[config.mk]
export PLATFORM = sky130hd
export DESIGN_NAME = duty_ramp_ctrl
export DESIGN_NICKNAME = d
export VERILOG_FILES = /design/src/rtl/pwm_pkg.sv /design/src/rtl/e_prescaler.sv /design/src/rtl/duty_ramp_ctrl.sv
export SDC_FILE = /design/constraint.sdc
export NUM_CORES = 1
export LEC_CHECK = 0
export CORE_UTILIZATION = 61
export CTS_CLUSTER_SIZE = 12
export DETAILED_ROUTE_END_ITERATION = 8
export MAX_ROUTING_LAYER = met4
export PLACE_DENSITY = 0.85
export SLEW_MARGIN = 20
export SYNTH_ARGS = -nofsm -noshare
export SYNTH_HDL_FRONTEND = slang
export SYNTH_HIERARCHICAL = 1
export SYNTH_SLANG_ARGS = --single-unit
[constraint.sdc]
create_clock -name CLK -period 3.5 [get_ports CLK]
set_input_delay 0.35 -clock CLK [delete_from_list [all_inputs] [get_ports CLK]]
set_output_delay 0.35 -clock CLK [all_outputs]
set_load 0.02 [all_outputs]
[src/rtl/pwm_pkg.sv]
// Shared definitions for the PWM command path: duty width, ramp FSM states
// and a counter-width helper used by the strobe prescalers.
package pwm_pkg;

    localparam int DUTY_W = 7;

    typedef enum logic [1:0] {
        RUN  = 2'd0,
        DOWN = 2'd1,
        DEAD = 2'd2
    } ramp_state_e;

    // A terminal count of 1 still needs a one-bit register.
    function automatic int cnt_width(input int tc);
        return (tc > 1) ? $clog2(tc) : 1;
    endfunction

endpackage

[src/rtl/e_prescaler.sv]
// Counts period strobes from 0 to TC-1 and wraps; tick marks the strobe that
// lands on the terminal count. Used for both the ramp and dead-time counters.
module e_prescaler
    import pwm_pkg::*;
#(
    parameter  int TC = 4,
    localparam int CW = cnt_width(TC)
) (
    input  logic clk,
    input  logic rst,
    input  logic clr,
    input  logic en,
    input  logic e,
    output logic tick
);

    localparam logic [CW-1:0] LAST = CW'(TC - 1);

    logic [CW-1:0] cnt_q;
    logic [CW-1:0] cnt_d;

    // Next count and terminal-strobe detect; clear has priority over counting.
    always_comb begin
        cnt_d = cnt_q;
        tick  = en & e & (cnt_q == LAST);
        if (clr) begin
            cnt_d = '0;
        end else if (en && e) begin
            if (cnt_q == LAST) begin
                cnt_d = '0;
            end else begin
                cnt_d = cnt_q + 1'b1;
            end
        end else begin
            cnt_d = cnt_q;
        end
    end

    // Count register.
    always_ff @(posedge clk) begin
        if (rst) begin
            cnt_q <= '0;
        end else begin
            cnt_q <= cnt_d;
        end
    end

endmodule

[src/rtl/duty_ramp_ctrl.sv]
// Rate-limited duty command for the PWM CCR input. Duty moves by STEP once per
// PERIODS_PER_STEP period strobes; a direction reversal ramps to zero and holds
// a dead interval before the bridge direction flips.
module duty_ramp_ctrl
    import pwm_pkg::*;
#(
    parameter int W                = DUTY_W,
    parameter int STEP             = 1,
    parameter int PERIODS_PER_STEP = 4,
    parameter int DEAD_PERIODS     = 8
) (
    input  logic         CLK,
    input  logic         RST,
    input  logic         E,
    input  logic [W-1:0] TARGET,
    input  logic         DIR_REQ,
    output logic [W-1:0] DUTY,
    output logic         DIR,
    output logic         BUSY
);

    localparam logic [W:0] STEP_X = (W + 1)'(STEP);

    // One ramp move toward goal; the extra bit keeps the clamp test from wrapping.
    function automatic logic [W-1:0] ramp_toward(input logic [W-1:0] cur,
                                                 input logic [W-1:0] goal);
        logic [W:0]   cur_x;
        logic [W:0]   goal_x;
        logic [W-1:0] res;
        cur_x  = {1'b0, cur};
        goal_x = {1'b0, goal};
        res    = cur;
        if (cur_x < goal_x) begin
            if ((cur_x + STEP_X) >= goal_x) begin
                res = goal;
            end else begin
                res = cur + STEP_X[W-1:0];
            end
        end else if (cur_x > goal_x) begin
            if ((goal_x + STEP_X) >= cur_x) begin
                res = goal;
            end else begin
                res = cur - STEP_X[W-1:0];
            end
        end else begin
            res = cur;
        end
        return res;
    endfunction

    ramp_state_e  state_q;
    ramp_state_e  state_d;
    logic [W-1:0] duty_q;
    logic [W-1:0] duty_d;
    logic         dir_q;
    logic         dir_d;

    logic         rev_req;
    logic         ramp_tick;
    logic         dead_tick;
    logic         pre_en;
    logic         pre_clr;
    logic         dead_en;
    logic         dead_clr;

    assign rev_req  = (DIR_REQ != dir_q);
    assign pre_en   = (state_q != DEAD);
    assign pre_clr  = (state_q != DEAD) && (state_d == DEAD);
    assign dead_en  = (state_q == DEAD);
    assign dead_clr = (state_q != DEAD);

    e_prescaler #(.TC(PERIODS_PER_STEP)) u_ramp_pre (
        .clk  (CLK),
        .rst  (RST),
        .clr  (pre_clr),
        .en   (pre_en),
        .e    (E),
        .tick (ramp_tick)
    );

    e_prescaler #(.TC(DEAD_PERIODS)) u_dead_cnt (
        .clk  (CLK),
        .rst  (RST),
        .clr  (dead_clr),
        .en   (dead_en),
        .e    (E),
        .tick (dead_tick)
    );

    // Next-state, duty and direction; the reversal-abort check outranks the dead timeout.
    always_comb begin
        state_d = state_q;
        duty_d  = duty_q;
        dir_d   = dir_q;
        case (state_q)
            RUN: begin
                if (ramp_tick) begin
                    duty_d = ramp_toward(duty_q, TARGET);
                end else begin
                    duty_d = duty_q;
                end
                if (rev_req) begin
                    state_d = (duty_q != {W{1'b0}}) ? DOWN : DEAD;
                end else begin
                    state_d = RUN;
                end
            end
            DOWN: begin
                if (ramp_tick) begin
                    duty_d = ramp_toward(duty_q, {W{1'b0}});
                end else begin
                    duty_d = duty_q;
                end
                if (!rev_req) begin
                    state_d = RUN;
                end else if (duty_q == {W{1'b0}}) begin
                    state_d = DEAD;
                end else begin
                    state_d = DOWN;
                end
            end
            DEAD: begin
                duty_d = '0;
                if (!rev_req) begin
                    state_d = RUN;
                end else if (dead_tick) begin
                    dir_d   = ~dir_q;
                    state_d = RUN;
                end else begin
                    state_d = DEAD;
                end
            end
            default: begin
                state_d = RUN;
                duty_d  = '0;
            end
        endcase
    end

    // State, duty and direction registers.
    always_ff @(posedge CLK) begin
        if (RST) begin
            state_q <= RUN;
            duty_q  <= '0;
            dir_q   <= 1'b0;
        end else begin
            state_q <= state_d;
            duty_q  <= duty_d;
            dir_q   <= dir_d;
        end
    end

    assign DUTY = duty_q;
    assign DIR  = dir_q;
    assign BUSY = (state_q != RUN) | (duty_q != TARGET);

endmodule

==> results.toml, run 1 <==
[timing]
max_freq_mhz = 341
rsz0062_at_grt = "no"
fin_crit_sh = 0.837
worst_pin_slew_ns = 0.548
fin_skew_ns = 0.00838
setup_tns_ns = 0
max_slew_margin = 0.634
fin_crit_ns = 2.93
finalMaxSlewViolations = 0
hold_viol_final = 0
finalSetupViolCount = 0

[final_layout]
nets = 278
n_antenna_cell = 0
final_area_mm2 = 0.00204
final_cells = 270
drive_gt1_frac = 0.0837
area_delta_synth_final_pct = 12.1

[setup_path]
worst_setup_path_end_kind = "flip-flop"
required_ns = 3.69
setup.worst_path.class = "flip-flop to flip-flop"
rr_startpoint = "DUTY[2]"
cpPeakStageDelay_ns = 0.65
startpoint = "DUTY[2]"
startpoint_type = "flip-flop"
cpMaxStageDelayCell = "dfxtp_1"
crit_arrival_ns = 3.12
cp_max_fo = 12
cp_cell_sequence = "and4_4 -> nand2_1 -> xnor2_1 -> ha_1 -> and4_1 -> a211oi_2 -> mux2_4 -> o2111ai_1 -> a221oi_1"

[cts]
clk_latency_ns = 0.29
clkSlewWorstSetupHoldPaths_ns = 0.10
clock_path_buffers = 2
cts_setup_buffers = 0
cts_sinks = 15
cts_resized = 0
cts_tree = "built"
cts_buffers = 3
cts_root_buffer = "clkbuf_4"
cts_max_level = 1
cts.hold.buffers_added = 0

[power_and_ir_drop]
p_switching_uw = 964
p_leak_nw = 0.825
combinationalPowerShare = 0.755
seqPwrFrac = 0.189
p_clk_frac = 0.056
p_int_uw = 851
p_per_area_mw_per_mm2 = 888
peakVddDrop_mv = 0.548
swShare = 0.531

[global_route]
antenna_found_initial = 0
met3_usage = 0.0346
grtUsageMet1 = 0.396
grt_pass1_wl_um = 7800
grt_pass1_vias = 1676
grt_max_degree = 13
grt_use_total = 0.321
gr-usage-met2 = 0.527
grt_overflow = 0
gr-max-usage-layer = "met2"

[synth]
syn-num-nets = 258
ys.flop_type = "dfxtp_1"
synth-warning-count = 6
ys_types = 50
synthesis.instances = 220
synth-edff-count = 0
yosys_register_bits = 15
synthArstFlopShare = 0
ys_seq_area_frac = 0.165
netlist_area_mm2 = 0.00182
synth.avg_cell_area_um2 = 8.29

[placement]
hpwlAfterDp_um = 3620
gp_congestion = 0.960
io_buffer_count = 19
placed_cell_area_mm2 = 0.00202
dpl.cell_count = 266

[drt]
finalWirelength_um = 4600
first_pass_iters = 5
wire_per_inst_um = 17.0
detail-route-antenna-nets = 0
drtIter0Drc = 121
drc_errors = 0
routed-via-count = 1755
via_per_inst = 6.50

[floorplan]
ioPinCount = 20
fp.dieH_um = 56.7
placementRows = 19
die_area_mm2 = 0.00321
die_x_um = 56.7
core_mm2 = 0.00281
initial_core_util = 0.650

[worst_hold_path]
worstHoldStart = "DIR"
min-delay-path-class = "flip-flop to flip-flop"

[flow_run]
maxCapViolCount = 0

[outcome]
status = "completed"
-- worst paths after layout --
check / end / slack, ns / depth (start not counted)
max: DUTY[6] / 0.57 / 9
min: DIR / 0.52 / 2
max reg2reg: DUTY[6] / 0.57 / 9
min reg2reg: DIR / 0.52 / 2
-- synth_stat cells, drive strengths merged (2+ instances only) --
cell type,n,share of area
nand2,11,0.024
and4,4,0.021
inv,14,0.029
a311oi,4,0.029
buf,7,0.032
nor2,9,0.019
nand3,13,0.036
and3,5,0.019
a21oi,25,0.069
nor4,2,0.0069
a21o,3,0.012
a221oi,2,0.0096
dfxtp,15,0.16
or3,2,0.0069
a21bo,5,0.027
o22ai,3,0.010
nand3b,5,0.021
xor2,2,0.0096
nand2b,6,0.021
o21bai,2,0.0082
a21boi,2,0.010
nand4bb,2,0.012
mux2,2,0.014
o21ai,6,0.016
a41o,2,0.011
and2,3,0.012
nand4,2,0.0069
a211oi,6,0.034
or2,5,0.017
nor3,5,0.014
xnor2,14,0.067
ha,27,0.19
-- placed cells by master, fill, tap and decap left out, types with 3 or more instances in the layout --
| master | netlist | layout |
|---|---|---|
| a211oi_1 | 4 | 4 |
| o21ai_1 | 3 | 3 |
| or2_1 | 5 | 5 |
| nand2_1 | 10 | 10 |
| nor2_1 | 9 | 9 |
| and3_1 | 3 | 3 |
| a21bo_1 | 5 | 5 |
| xnor2_1 | 14 | 14 |
| a21o_1 | 3 | 3 |
| and4_1 | 3 | 3 |
| inv_1 | 13 | 13 |
| nor3_1 | 5 | 5 |
| dfxtp_1 | 15 | 15 |
| a21oi_1 | 25 | 25 |
| ha_1 | 27 | 27 |
| buf_4 | 4 | 3 |
| nand3_1 | 13 | 13 |
| o21ai_0 | 3 | 3 |
| clkdlybuf4s50_1 | 0 | 19 |
| clkbuf_4 | 0 | 3 |
| a311oi_2 | 3 | 3 |
| o22ai_1 | 3 | 3 |
| nand2b_1 | 6 | 6 |
| nand3b_1 | 5 | 5 |
-- state kept, by name, indices dropped and copies added, names as in the netlist --
register	count
DIR	1
u_ramp_pre/cnt_q	2
DUTY	7
u_dead_cnt/cnt_q	3
state_q	2
-- per-stage QoR --
step	power [mW]	setup slack, ns	hold WS [ns]	util
2_1_floorplan	1.36	0.903	0.504	-
5_1_grt	1.97	0.385	0.544	0.729
3_5_place_dp	1.67	0.343	0.499	0.719
6_report	1.82	0.569	0.523	0.729
4_1_cts	1.79	0.629	0.516	0.729
3_3_place_gp	1.65	0.403	0.475	0.719
-- metal layers --
metal / up-vias / wire [um]
li1: 859 / -
met1: 780 / 1900
met2: 97 / 2120
met3: 19 / 400
met4: 0 / 180
met5: - / 0
-- kinds of logic after synthesis --
logic type                 synth area share
DFF                                   0.165
adders and majority gates             0.185
muxes                                0.0144
buffers and inverters                0.0604
AOI/OAI and AO/OA                     0.260
and+or+nand+nor                       0.239
xor gates and xnor gates             0.0768
-- layout make-up --
class / instances / area (um^2)
timing repair buffer: 22 / 213
inverter: 14 / 52.6
fill: 230 / 761
tap: 31 / 38.8
clock buffer: 4 / 26.3
multi-input combinational: 184 / 1410
sequential: 15 / 300
-- critical path: cells and delay by family (launching register included) --
| family | cells | cell delay (ns) |
|---|---|---|
| xor gates and xnor gates | 1 | 0.18 |
| and+or+nand+nor | 3 | 0.58 |
| adders and majority gates | 1 | 0.28 |
| DFF | 1 | 0.65 |
| muxes | 1 | 0.28 |
| AOI/OAI and AO/OA | 3 | 0.86 |
-- power groups by stage --
stage	Clock [mW]	Combinational, mW	Sequential (mW)
4_1_cts	0.103	1.34	0.341
2_1_floorplan	0	1.02	0.335
6_report	0.103	1.37	0.343
3_3_place_gp	0	1.30	0.343
3_5_place_dp	0	1.33	0.345
5_1_grt	0.117	1.50	0.355
Note: power is estimated with default switching activity, not from simulation.
==> inputs of run 2 (changes only) <==
--- a/config.mk
+++ b/config.mk
@@ -5,11 +5,11 @@
 export SDC_FILE = /design/constraint.sdc
 export NUM_CORES = 1
 export LEC_CHECK = 0
-export CORE_UTILIZATION = 61
+export CORE_UTILIZATION = 52
 export CTS_CLUSTER_SIZE = 12
 export DETAILED_ROUTE_END_ITERATION = 8
 export MAX_ROUTING_LAYER = met4
-export PLACE_DENSITY = 0.85
+export PLACE_DENSITY = 0.77
 export SLEW_MARGIN = 20
 export SYNTH_ARGS = -nofsm -noshare
 export SYNTH_HDL_FRONTEND = slang
==> constraint.sdc (replaced) <==
create_clock -name CLK -period 2.4 [get_ports CLK]
set_input_delay 0.24 -clock CLK [delete_from_list [all_inputs] [get_ports CLK]]
set_output_delay 0.24 -clock CLK [all_outputs]
set_load 0.02 [all_outputs]
==> run 2 against run 1 <==
Against the previous run:
- the flow now finishes with violations (negative setup slack)
- die area increased by 17%
- first-iteration DRC count increased by 20%
- final cell count increased by 24%
- worst hold slack got worse by 0.023 ns
- via count increased by 16%
- clock power increased by 46%
- core utilization increased by 9.6 points
- cell area increased by 35%
- global-route usage increased by 2.4 points
- sequential share of layout area decreased by 3.1 points
- largest power group unchanged
==> results.toml, run 2 (synthesized netlist as in run 1, its figures left out) <==
[placement]
io_buffer_count = 19
gp_congestion = 0.964
pre_cts_ws_ns = -0.490
hpwlAfterDp_um = 4160
placed_cell_area_mm2 = 0.00233

[timing]
finalSetupViolCount = 7
worst_pin_slew_ns = 0.625
rsz0062_at_grt = "yes"
fin_skew_ns = 0.0137
fin_crit_ns = 2.53
max_freq_mhz = 395
hold_viol_final = 0
setup_slack_ns = -0.131
fin_crit_sh = 1.05
finalMaxSlewViolations = 0
max_slew_margin = 0.583

[setup_path]
r2r_end = "DUTY[5]"
r2r_cells = 11
r2r_setup_slack_ns = -0.13
cp_max_fo = 7
startpoint_type = "flip-flop"
crit_arrival_ns = 2.70
setup.worst_path.class = "flip-flop to flip-flop"
worst_setup_path_end_kind = "flip-flop"
required_ns = 2.57
rr_startpoint = "DUTY[1]"

[final_layout]
final_cell_mix = "buf_4 (44), ha_1 (23), a21oi_1 (20)"
nets = 328
n_antenna_cell = 0
final_common_cell = "buf_4"
area_delta_synth_final_pct = 50.9
largest_reg_flops = 7
drive_gt1_frac = 0.394
utilization = 0.825
final_area_mm2 = 0.00275

[power_and_ir_drop]
p_leak_nw = 1.18
peakVddDrop_mv = 0.770
p_per_area_mw_per_mm2 = 1320

[floorplan]
die_x_um = 61.2
initial_core_util = 0.547
fp.dieH_um = 61.2
die_area_mm2 = 0.00375
ioPinCount = 20
core_mm2 = 0.00334
placementRows = 21

[drt]
drtIter0Drc = 145
routed-via-count = 2036
via_per_inst = 6.08
wire_per_inst_um = 18.9
drc_errors = 0
finalWirelength_um = 6320
detail-route-antenna-nets = 0
first_pass_iters = 4

[cts]
cts_tree = "built"
cts.hold.buffers_added = 0
cts_root_buffer = "clkbuf_4"
clk_latency_ns = 0.29
cts_sinks = 15
cts_buffers = 3
cts_max_level = 1
clock_path_buffers = 2
clkSlewWorstSetupHoldPaths_ns = 0.10

[worst_hold_path]
worstHoldStart = "DIR"
min-delay-path-class = "flip-flop to flip-flop"
min_delay_path_depth = 2
min_to = "DIR"

[outcome]
status = "finished, violations left"
violations = "negative setup slack"

[global_route]
grt_pass1_vias = 1880
grt_use_total = 0.345
grt_overflow = 0
grt_max_degree = 13
grt_pass1_wl_um = 9030
antenna_found_initial = 0

[flow_run]
maxCapViolCount = 0
[run 2: cell count changes in the layout (fill, tap and decap cells not counted), moves of 5 or more]
cell / change
dfxtp_4: +5
buf_4: +41
dfxtp_1: -5
clkdlybuf4s50_1: -7
xnor2_1: -5
buf_6: +6
xnor2_2: +5
a21oi_1: -5
[run 2: critical path: stages, from the launching register on]
cell      delay, ns
dfxtp_4        0.38
buf_6          0.13
nand3_1        0.14
xnor2_1        0.16
buf_4          0.15
ha_1           0.27
and4_4         0.21
a211oi_4       0.31
buf_4          0.17
nand3b_1       0.12
a221oi_2       0.30
a211oi_1       0.07
[run 2: routing by layer]
metal,routed length [um],vias up,track usage
met4,233,0,0.149
met1,2520,953,0.417
met3,418,24,0.0315
met5,0,-,-
li1,-,955,-
met2,3150,104,0.582
[run 2: how the worst max path moves through the flow]
stage,end,start,depth (start not counted),slack (ns)
finish,DUTY[5],DUTY[1],11,-0.13
global route,DUTY[5],DUTY[1],11,-0.19
CTS,DUTY[6],DUTY[3],10,-0.06
detailed placement,DUTY[6],TARGET[2],12,-0.49
global placement,DUTY[1],TARGET[4],12,-0.38
floorplan,DUTY[1],DUTY[3],10,0.0006
[run 2: report_power, final]
part,switching [mW],internal (mW),leakage [nW],total (mW)
Combinational,1.58,1.43,1.04,3.01
Sequential,0.114,0.354,0.126,0.468
Clock,0.0859,0.0646,0.0150,0.150
Total,1.78,1.85,1.18,3.63
[run 2: cell type report]
type                            instances  area, um^2
Clock buffer                            4        26.3
Fill cell                             214         584
Inverter                               14        52.6
Multi-Input combinational cell        184        1660
Sequential cell                        15         319
Tap cell                               46        57.6
Timing Repair Buffer                   72         633
[run 2: per-stage QoR]
step / std cells / hold slack (ns) / power [mW] / setup TNS, ns
after floorplan: 220 / 0.397 / 2.03 / 0
after global placement: 318 / 0.479 / 2.72 / -2.52
after detailed placement: 318 / 0.486 / 2.75 / -3.22
after CTS: 333 / 0.503 / 3.26 / -0.122
after global routing: 335 / 0.531 / 3.83 / -1.03
final: 335 / 0.500 / 3.63 / -0.596
[run 2: repair_timing]
item,4_1_cts,5_1_grt
gates resized for setup,36,31
gates cloned,0,0
setup buffers,11,2
endpoints found under the setup margin,8,8
pin swaps,21,18
==> inputs of run 3 (changes only) <==
--- a/config.mk
+++ b/config.mk
@@ -10,6 +10,7 @@
 export DETAILED_ROUTE_END_ITERATION = 8
 export MAX_ROUTING_LAYER = met4
 export PLACE_DENSITY = 0.77
+export SKIP_LAST_GASP = 1
 export SLEW_MARGIN = 20
 export SYNTH_ARGS = -nofsm -noshare
 export SYNTH_HDL_FRONTEND = slang
==> run 3 against run 2 <==
Against the previous run:
- the run still ends with negative setup slack left
- clock skew is the same
- cell area did not move
- register-to-register slack is essentially flat
- combinational power hardly changed
- sequential power hardly changed
- global-route usage stayed put
- critical path depth did not move
- total power is the same
- first-iteration DRC count did not move
- clock power hardly changed
- largest cell class unchanged
- largest power group unchanged
==> results.toml, run 3 (synthesized netlist as in run 1, its figures left out) <==
[setup_path]
worst_setup_path_end_kind = "flip-flop"
crit_arrival_ns = 2.70
setup.worst_path.class = "flip-flop to flip-flop"
cp_max_fo = 7
required_ns = 2.57
startpoint_type = "flip-flop"

[flow_run]
maxCapViolCount = 0

[drt]
via_per_inst = 6.08
first_pass_iters = 4
routed-via-count = 2036
drc_errors = 0
detail-route-antenna-nets = 0
finalWirelength_um = 6320
wire_per_inst_um = 18.9
drtIter0Drc = 145

[timing]
finalMaxSlewViolations = 0
fin_crit_sh = 1.05
setup_slack_ns = -0.131
max_slew_margin = 0.583
fin_skew_ns = 0.0137
rsz0062_at_grt = "yes"
finalSetupViolCount = 7
worst_pin_slew_ns = 0.625
setup_tns_ns = -0.596
max_freq_mhz = 395
hold_viol_final = 0
timing.hold.ws_ns = 0.500
fin_crit_ns = 2.53

[cts]
clk_latency_ns = 0.29
clkSlewWorstSetupHoldPaths_ns = 0.10
cts_buffers = 3
cts.hold.buffers_added = 0
clock_path_buffers = 2
cts_tree = "built"
cts_sinks = 15
cts_root_buffer = "clkbuf_4"
cts_max_level = 1

[final_layout]
final_common_cell = "buf_4"
utilization = 0.825
multi_input_area_mm2 = 0.00166
seq_area_um2 = 319
final_cell_mix = "buf_4 (44), ha_1 (23), a21oi_1 (20)"
final_cells = 335
nets = 328
largest_reg_flops = 7
n_antenna_cell = 0
area_delta_synth_final_pct = 50.9
drive_gt1_frac = 0.394
fillerInstances = 214
final_area_mm2 = 0.00275

[global_route]
grt_overflow = 0
grt_use_total = 0.345
grt_max_degree = 13
grt_pass1_wl_um = 9030
grt_pass1_vias = 1880
antenna_found_initial = 0

[floorplan]
core_mm2 = 0.00334
placementRows = 21
fp.dieH_um = 61.2
die_x_um = 61.2
die_area_mm2 = 0.00375
ioPinCount = 20
initial_core_util = 0.547

[placement]
gp_congestion = 0.964
io_buffer_count = 19
pre_cts_ws_ns = -0.490
placed_cell_area_mm2 = 0.00233
hpwlAfterDp_um = 4160
dpl.cell_count = 318

[power_and_ir_drop]
peakVddDrop_mv = 0.770
p_leak_nw = 1.18
p_per_area_mw_per_mm2 = 1320
finalPower_mw = 3.63

[outcome]
violations = "negative setup slack"
status = "finished, violations left"

[worst_hold_path]
min-delay-path-class = "flip-flop to flip-flop"
run 3: cell counts in the layout (fill, tap and decap cells not counted):
No cell type changed its count.
run 3: power by group:
part | internal, mW | switching (mW) | total (mW)
sequential | 0.354 | 0.114 | 0.468
combinational | 1.43 | 1.58 | 3.01
clock | 0.0646 | 0.0859 | 0.150
run 3: timing repair:
action	4_1_cts	5_1_grt
resized for setup	36	31
pin swaps	21	18
endpoints found under the setup margin	8	8
setup buffers	11	2
run 3: final timing paths:
| check | start | endpoint | slack (ns) | cells after the start |
|---|---|---|---|---|
| setup / recovery | DUTY[1] | DUTY[5] | -0.13 | 11 |
| hold / removal | DIR | DIR | 0.50 | 2 |
| setup reg to reg | DUTY[1] | DUTY[5] | -0.13 | 11 |
| hold reg to reg | DIR | DIR | 0.50 | 2 |
run 3: layout make-up:
class	count	area share
clock buffers	4	0.00955
multi-input cells	184	0.605
well taps	46	0.0209
inverters	14	0.0191
flip-flops and latches	15	0.116
repair buffers	72	0.230
run 3: worst max-delay path: stages, from the launching register on:
cell and delay, ns:
dfxtp_4 0.38, buf_6 0.13, nand3_1 0.14, xnor2_1 0.16, buf_4 0.15, ha_1 0.27
and4_4 0.21, a211oi_4 0.31, buf_4 0.17, nand3b_1 0.12, a221oi_2 0.30, a211oi_1 0.07
run 3: layer usage:
metal | GRT usage | vias to the layer above | part of all wire
li1 | - | 955 | -
met1 | 0.417 | 953 | 0.40
met3 | 0.0315 | 24 | 0.066
met2 | 0.582 | 104 | 0.50
met4 | 0.149 | 0 | 0.037
met5 | - | - | 0
